==> config.mk <==
export PLATFORM = sky130hd
export DESIGN_NAME = decoder_fixed_point_seq_flat
export DESIGN_NICKNAME = d
export VERILOG_FILES = /design/src/rtl/decoder_fixed_point_seq_if.sv /design/src/rtl/decoder_fixed_point_seq.sv /design/src/flat_wrapper.sv
export SDC_FILE = /design/constraint.sdc
export NUM_CORES = 2
export LEC_CHECK = 0
export ABC_AREA = 0
export ABC_CLOCK_PERIOD_IN_PS = 15050
export CAP_MARGIN = 20
export CORE_AREA = 2 2 474 476
export CTS_CLUSTER_DIAMETER = 50
export DETAILED_ROUTE_END_ITERATION = 7
export DIE_AREA = 0 0 476 478
export DONT_BUFFER_PORTS = 1
export PLACE_DENSITY = 0.45
export SKIP_LAST_GASP = 1
export SLEW_MARGIN = 5
export SYNTH_ARGS = -nofsm -noshare
export SYNTH_HDL_FRONTEND = slang
export SYNTH_SLANG_ARGS = --single-unit
==> constraint.sdc <==
create_clock -name clk -period 15.05 [get_ports clk]
set_input_delay 0.7525 -clock clk [delete_from_list [all_inputs] [get_ports clk]]
set_output_delay 0.7525 -clock clk [all_outputs]
set_load 0.05 [all_outputs]
==> src/rtl/decoder_fixed_point_seq_if.sv <==
// ----------------------------------------------------------------------------
// decoder_fixed_point_seq_if
//   Groups the request/response signals of decoder_fixed_point_seq.
//
//   Handshake rule (both sides): a transfer happens on a rising clk edge where
//   valid and ready are both 1. A source holds valid and its data stable until
//   that edge. A sink may drive ready independently of valid.
//
//   Signals:
//     in_valid / in_ready   request handshake for latent vector z
//     z                     N_input words, element i at z[i*BITSIZE +: BITSIZE]
//     w                     N_input*M_output weights, k=j*N_input+i
//     b                     M_output biases
//     out_valid / out_ready result handshake
//     out                   M_output result words, same packing as b
//     busy                  a computation is in progress
//     state_dbg             current FSM state (IDLE=0, MAC=1, DONE=2)
//
//   Modports: master = producer/consumer side (the bench), slave = the decoder.
// ----------------------------------------------------------------------------
interface decoder_fixed_point_seq_if #(
   parameter int N_input  = 2,
   parameter int M_output = 9,
   parameter int BITSIZE  = 32
);
   logic                            in_valid;
   logic                            in_ready;
   logic [N_input*BITSIZE-1:0]      z;
   logic [N_input*M_output*BITSIZE-1:0] w;
   logic [M_output*BITSIZE-1:0]     b;
   logic                            out_valid;
   logic                            out_ready;
   logic [M_output*BITSIZE-1:0]     out;
   logic                            busy;
   logic [1:0]                      state_dbg;

   modport master (
      output in_valid, z, w, b, out_ready,
      input  in_ready, out_valid, out, busy, state_dbg
   );

   modport slave (
      input  in_valid, z, w, b, out_ready,
      output in_ready, out_valid, out, busy, state_dbg
   );
endinterface

==> src/rtl/decoder_fixed_point_seq.sv <==
// ----------------------------------------------------------------------------
// decoder_fixed_point_seq
//   Sequential fixed-point dense decoder layer:
//     out[j] = sat(sum_i z[i]*w[j*N_input+i] + b[j])
//   One shared multiplier produces one product per cycle, so a full vector
//   takes N_input*M_output cycles after the accept edge.
//
//   Ports:
//     clk    rising-edge clock
//     rst_n  synchronous active-low reset
//     bus    decoder_fixed_point_seq_if.slave (handshakes, z/w/b, out, busy)
//
//   Build option:
//     DECODER_RELU_EN  when defined, negative saturated results are written
//                      as zero. Timing is identical either way.
// ----------------------------------------------------------------------------
module decoder_fixed_point_seq #(
   parameter int N_input  = 2,
   parameter int M_output = 9,
   parameter int BITSIZE  = 32,
   parameter int FRAC     = 26,
   parameter int GUARD    = 8
) (
   input  logic                    clk,
   input  logic                    rst_n,
   decoder_fixed_point_seq_if.slave bus
);
   localparam int ACCW = BITSIZE + GUARD;
   localparam int PW   = 2 * BITSIZE;
   localparam int IW   = (N_input  > 1) ? $clog2(N_input)  : 1;
   localparam int JW   = (M_output > 1) ? $clog2(M_output) : 1;
   localparam logic [IW-1:0] I_LAST = IW'(N_input - 1);
   localparam logic [JW-1:0] J_LAST = JW'(M_output - 1);

   // Saturation bounds expressed at accumulator width.
   localparam logic signed [ACCW-1:0] SAT_MAX = ACCW'({1'b0, {(BITSIZE-1){1'b1}}});
   localparam logic signed [ACCW-1:0] SAT_MIN = ~SAT_MAX;

   typedef enum logic [1:0] {
      IDLE = 2'd0,
      MAC  = 2'd1,
      DONE = 2'd2
   } state_t;

   state_t                      state;
   logic [BITSIZE-1:0]          zreg [N_input];
   logic [IW-1:0]               i_cnt;
   logic [JW-1:0]               j_cnt;
   logic signed [ACCW-1:0]      acc;
   logic [M_output*BITSIZE-1:0] out_r;
   logic                        out_valid_r;
   logic                        busy_r;
   logic                        in_ready_r;

   // ---------------- MAC datapath ----------------
   logic signed [BITSIZE-1:0] z_sel;
   logic signed [BITSIZE-1:0] w_sel;
   logic signed [BITSIZE-1:0] b_sel;
   logic signed [PW-1:0]      prod;
   logic signed [PW-1:0]      prod_sh;
   logic signed [ACCW-1:0]    term;
   logic signed [ACCW-1:0]    acc_base;
   logic signed [ACCW-1:0]    acc_next;
   logic [BITSIZE-1:0]        sat_val;
   logic [BITSIZE-1:0]        wr_val;

   always_comb begin
      z_sel    = zreg[i_cnt];
      w_sel    = bus.w[(int'(j_cnt) * N_input + int'(i_cnt)) * BITSIZE +: BITSIZE];
      b_sel    = bus.b[int'(j_cnt) * BITSIZE +: BITSIZE];
      prod     = z_sel * w_sel;
      // Arithmetic shift floors toward -inf (e.g. -2^-26 stays -2^-26 LSB).
      prod_sh  = prod >>> FRAC;
      term     = ACCW'(prod_sh);
      // First product of a row starts from the sign-extended bias.
      acc_base = (i_cnt == '0) ? ACCW'(b_sel) : acc;
      acc_next = acc_base + term;

      if (acc_next > SAT_MAX) begin
         sat_val = {1'b0, {(BITSIZE-1){1'b1}}};
      end else if (acc_next < SAT_MIN) begin
         sat_val = {1'b1, {(BITSIZE-1){1'b0}}};
      end else begin
         sat_val = acc_next[BITSIZE-1:0];
      end

`ifdef DECODER_RELU_EN
      wr_val = sat_val[BITSIZE-1] ? '0 : sat_val;
`else
      wr_val = sat_val;
`endif
   end

   // ---------------- control FSM ----------------
   always_ff @(posedge clk) begin
      if (!rst_n) begin
         state       <= IDLE;
         i_cnt       <= '0;
         j_cnt       <= '0;
         acc         <= '0;
         out_r       <= '0;
         out_valid_r <= 1'b0;
         busy_r      <= 1'b0;
         in_ready_r  <= 1'b1;
         for (int n = 0; n < N_input; n++) begin
            zreg[n] <= '0;
         end
      end else begin
         case (state)
            IDLE: begin
               if (bus.in_valid && in_ready_r) begin
                  for (int n = 0; n < N_input; n++) begin
                     zreg[n] <= bus.z[n*BITSIZE +: BITSIZE];
                  end
                  i_cnt      <= '0;
                  j_cnt      <= '0;
                  busy_r     <= 1'b1;
                  in_ready_r <= 1'b0;
                  state      <= MAC;
               end
            end
            MAC: begin
               acc <= acc_next;
               if (i_cnt == I_LAST) begin
                  out_r[int'(j_cnt)*BITSIZE +: BITSIZE] <= wr_val;
                  i_cnt <= '0;
                  if (j_cnt == J_LAST) begin
                     j_cnt       <= '0;
                     busy_r      <= 1'b0;
                     out_valid_r <= 1'b1;
                     state       <= DONE;
                  end else begin
                     j_cnt <= j_cnt + 1'b1;
                  end
               end else begin
                  i_cnt <= i_cnt + 1'b1;
               end
            end
            DONE: begin
               if (bus.out_ready) begin
                  out_valid_r <= 1'b0;
                  in_ready_r  <= 1'b1;
                  state       <= IDLE;
               end
            end
            default: begin
               state <= IDLE;
            end
         endcase
      end
   end

   assign bus.in_ready  = in_ready_r;
   assign bus.out_valid = out_valid_r;
   assign bus.out       = out_r;
   assign bus.busy      = busy_r;
   assign bus.state_dbg = state;
endmodule

==> src/flat_wrapper.sv <==
// flat-port wrapper written by rule: the top's interface ports become plain ports
module decoder_fixed_point_seq_flat 
#(
   parameter int N_input  = 2,
   parameter int M_output = 9,
   parameter int BITSIZE  = 32,
   parameter int FRAC     = 26,
   parameter int GUARD    = 8
)
  (clk, rst_n, bus_in_valid, bus_z, bus_w, bus_b, bus_out_ready, bus_in_ready, bus_out_valid, bus_out, bus_busy, bus_state_dbg);
  decoder_fixed_point_seq_if #(.N_input(N_input), .M_output(M_output), .BITSIZE(BITSIZE)) bus_i ();
  input  logic clk;
  input  logic rst_n;
  input wire logic [$bits(bus_i.in_valid)-1:0] bus_in_valid;
  input wire logic [$bits(bus_i.z)-1:0] bus_z;
  input wire logic [$bits(bus_i.w)-1:0] bus_w;
  input wire logic [$bits(bus_i.b)-1:0] bus_b;
  input wire logic [$bits(bus_i.out_ready)-1:0] bus_out_ready;
  output wire logic [$bits(bus_i.in_ready)-1:0] bus_in_ready;
  output wire logic [$bits(bus_i.out_valid)-1:0] bus_out_valid;
  output wire logic [$bits(bus_i.out)-1:0] bus_out;
  output wire logic [$bits(bus_i.busy)-1:0] bus_busy;
  output wire logic [$bits(bus_i.state_dbg)-1:0] bus_state_dbg;
  assign bus_i.in_valid = bus_in_valid;
  assign bus_i.z = bus_z;
  assign bus_i.w = bus_w;
  assign bus_i.b = bus_b;
  assign bus_i.out_ready = bus_out_ready;
  assign bus_in_ready = bus_i.in_ready;
  assign bus_out_valid = bus_i.out_valid;
  assign bus_out = bus_i.out;
  assign bus_busy = bus_i.busy;
  assign bus_state_dbg = bus_i.state_dbg;
  decoder_fixed_point_seq #(.N_input(N_input), .M_output(M_output), .BITSIZE(BITSIZE), .FRAC(FRAC), .GUARD(GUARD)) u_core (.clk(clk), .rst_n(rst_n), .bus(bus_i));
endmodule
==> results.toml <==
[final_layout]
post_route_cells_drive_above_1_share_pct = 13.67
nets = 8490
signed_area_change_from_the_synthesized_netlist_to_the_final_layout_pct = 15.07

[global_route]
routing_usage_on_met1_pct = 34.46
initial_antenna_violation_count = 244
grt.overflow.total = 0
first_global_vias = 50840
grt-busiest-layer = "met2"
grt_util_met3_pct = 11.42
first_pass_grt_wire_length_mm = 454.0
groute.usage.overall_pct = 29.49
largest_net_degree_at_the_start_of_global_routing = 180
grt_use_met2_pct = 44.83

[critical_path]
crit_path_max_incr_delay_ns = 0.77
critical_path.reg2reg.endpoint = "u_core.bus.out[253]"
critical-path-top-delay-family = "adder cells"
most_frequent_cp_cell = "fa_1"
r2r_start = "u_core.j_cnt[0]"
required_ns = 15.65
arrival_ns = 15.13
crit_path_end_kind = "flop"
cp_num_buf_inv = 9
critical_path.max_fanout = 57
startpoint_type = "flop"
cells_on_worst_reg2reg_path = 42
setup.reg_to_reg.worst_slack_ns = 0.51
critical_path_class = "reg -> reg"
critical_path.slowest_cell = "xnor2_1"

[synthesis]
synth-seq-cells = 403
syn-instance-count = 6215
yosys_warnings = 0
synthesis.area_per_instance_um2 = 9.504
synth_seq_area_share_pct = 14.74
synth_async_sr_flop_share_pct = 0
mappedNetlistArea_mm2 = 0.05907
synth_area_leaders = "fa_1, dfxtp_1, mux4_2, inv_1, ha_1"
synth_edf_count = 64
synth.lib_cells_used.distinct = 78
synth_nets = 8451
dominantRegCellSynth = "dfxtp_1"
synth_largest_type_area_fraction_pct = 36.67
post-synth-top-area-cell = "fa_1"

[floorplanning]
core_mm2 = 0.2232
die-width_um = 476
io_pins = 1225
die_area_mm2 = 0.2275
die_h_um = 478
initial_core_util_pct = 26.47
core.rowCount = 174

[worst_hold_path]
holdCritPathClass = "in -> reg"
holdCritStartpoint = "rst_n"
holdPathEnd = "u_core.acc[39]"
hold_depth = 1

[clock_network]
cts.sinks = 403
cts-root-buf = "clkbuf_16"
cts_made_buffers = 55
cts_hold_buf = 0
cts_tree = "yes"
clk_pin_slew_worst_paths_ns = 0.06
clock_tree.htree_level_count = 2
worst_skew_pair.late_latency_ns = 0.74
max-clock-path-buffers = 3

[timing]
slew_headroom_pct = 21.07
timing.final.setup_violations = 0
min_period_ns = 14.54
timing_max_transition_violations_final = 0
grt_setup_unrepaired = "no"
final_min_period_over_clock_period_pct = 96.59
clock_skew_ns = 0.07970
achievable-frequency_mhz = 68.79
worstMarginPinSlew_ns = 1.159
layout_setup_ws_ns = 0.5131
finalHoldViolCount = 0
timing.setup.tns_ns = 0

[detailed_routing]
viasPerCell = 5.250
wl_mm = 341.8
ant_nets_after_route = 0
routed-via-count = 50580
drc = 0
wl_per_cell_um = 35.47
drtPass1Iterations = 6
drt_first_iter_violations = 4607

[placed_design]
detailedPlacementHpwl_mm = 284.4
portBuffers = 0
gpl.final_weighted_congestion = 1.208
pre_cts_ws_ns = 0.07811

[outcome]
outcome = "finished, final reports clean"

[flow_run]
drv.max_cap_violation_count = 0
## Yosys cell counts (all sizes together) (6+ instances only)
library cell  number
fa              1082
inv              995
nand2            628
nor2             599
a21oi            360
dfxtp            339
clkbuf           330
o21ai            273
ha               222
mux4             195
mux2i            141
and2             130
a221o            114
buf               75
a21o              71
edfxtp            64
xnor2             58
nand2b            57
or2               52
o211ai            49
nor3              42
mux2              34
xor2              34
nand3             29
a211oi            19
nand4             19
o21bai            19
o31ai             19
and3              17
nor2b             15
o22ai             11
or3               11
o21a              10
o221ai            10
a31oi              8
and4               7
a2111oi            6
o32ai              6
## state kept, by name, indices dropped and copies added (netlist names), named ones only
| name | count |
|---|---|
| u_core.i_cnt | 1 |
| u_core.bus.state_dbg | 2 |
| u_core.j_cnt | 4 |
| u_core.bus.out_valid | 1 |
| u_core.acc | 40 |
| u_core.zreg | 64 |
| u_core.bus.busy | 1 |
| u_core.bus.out | 288 |
| u_core.bus.in_ready | 1 |
## stage by stage
step | cell area, µm² | hold WS, ns | cells | utilization [%]
2_1_floorplan | 59070 | 0.4363 | 6215 | -
3_3_place_gp | 64980 | 0.4413 | 9180 | 29.12
3_5_place_dp | 65070 | 0.4471 | 9186 | 29.16
4_1_cts | 67040 | 0.1481 | 9288 | 30.04
5_1_grt | 67720 | 0.1501 | 9537 | 30.35
6_report | 67970 | 0.1801 | 9635 | 30.46
## worst max path at each step
stage	startpoint	to	slack, ns	cells past startpoint
detailed placement	u_core.j_cnt[0]	u_core.bus.out[182]	0.08	46
global placement	u_core.j_cnt[0]	u_core.bus.out[196]	-0.07	44
floorplan	u_core.i_cnt	u_core.bus.out[212]	0.79	46
global route	u_core.j_cnt[0]	u_core.bus.out[84]	0.05	51
finish	u_core.j_cnt[0]	u_core.bus.out[253]	0.51	42
CTS	u_core.j_cnt[0]	u_core.bus.out[54]	0.06	46
## worst register-to-register path, delay by kind of cell (launching register included)
kind / cells / cell delay (ns)
compound gates: 8 / 1.88
xor+xnor: 2 / 0.95
flops: 1 / 0.62
simple gates: 11 / 2.91
buf+inv: 9 / 2.19
mux: 2 / 1.01
fa+ha+maj: 10 / 4.84
## placed cells by master (no fill, tap or decap), types with 11 or more instances in the layout
| cell type | n |
|---|---|
| and3_1 | 17 |
| nand4_1 | 19 |
| or2_2 | 52 |
| mux4_2 | 195 |
| dfxtp_1 | 333 |
| o21bai_1 | 19 |
| nand2b_1 | 56 |
| a211oi_1 | 17 |
| buf_12 | 34 |
| nor2b_1 | 15 |
| o21ai_0 | 272 |
| nor3_1 | 38 |
| diode_2 | 344 |
| o211ai_1 | 49 |
| o22ai_1 | 11 |
| nand2_1 | 627 |
| nand3_1 | 28 |
| inv_1 | 993 |
| clkbuf_16 | 55 |
| fa_1 | 1082 |
| nor2_1 | 589 |
| buf_4 | 348 |
| mux2i_2 | 12 |
| a221o_1 | 114 |
| edfxtp_1 | 64 |
| and2_1 | 129 |
| a21o_1 | 71 |
| o31ai_1 | 12 |
| a21oi_1 | 340 |
| xor2_1 | 33 |
| xnor2_1 | 50 |
| mux2_2 | 30 |
| mux2i_1 | 121 |
| a21oi_2 | 16 |
| ha_1 | 222 |
## cell families (layout without fill, tap and decap cells)
logic type,count (synthesis),in the layout,synth area share [%]
compound gates,1026,1026,11.07
simple gates,1617,1617,11.89
other cells,0,344,0
buf+inv,1403,1487,9.039
fa+ha+maj,1304,1304,41.37
flops,403,403,14.74
mux,370,370,10.49
xor+xnor,92,92,1.396
## per-layer routing
layer  wire length (µm)  vias up
li1                   -    20560
met1             127300    26310
met2             154600     2961
met3              35960      680
met4              22890       78
met5               1028        -
## repair_timing
| action | in CTS | in global routing |
|---|---|---|
| buffers inserted | 0 | 3 |
| endpoints found under the setup margin | 0 | 288 |
| gates resized for setup | 0 | 7 |
## layout make-up
cell class	instances	area [µm²]
clock inverter	34	486.7
inverter	998	3747
clock buffer	68	1485
tap	2992	3744
timing repair buffer	387	3377
multi-input combinational	4409	45540
antenna	344	860.8
fill	23440	155200
sequential	403	8731
Power is left out: the tool's default activity adds up to more than one toggle a clock period on the data nets, which glitch-free logic cannot reach.
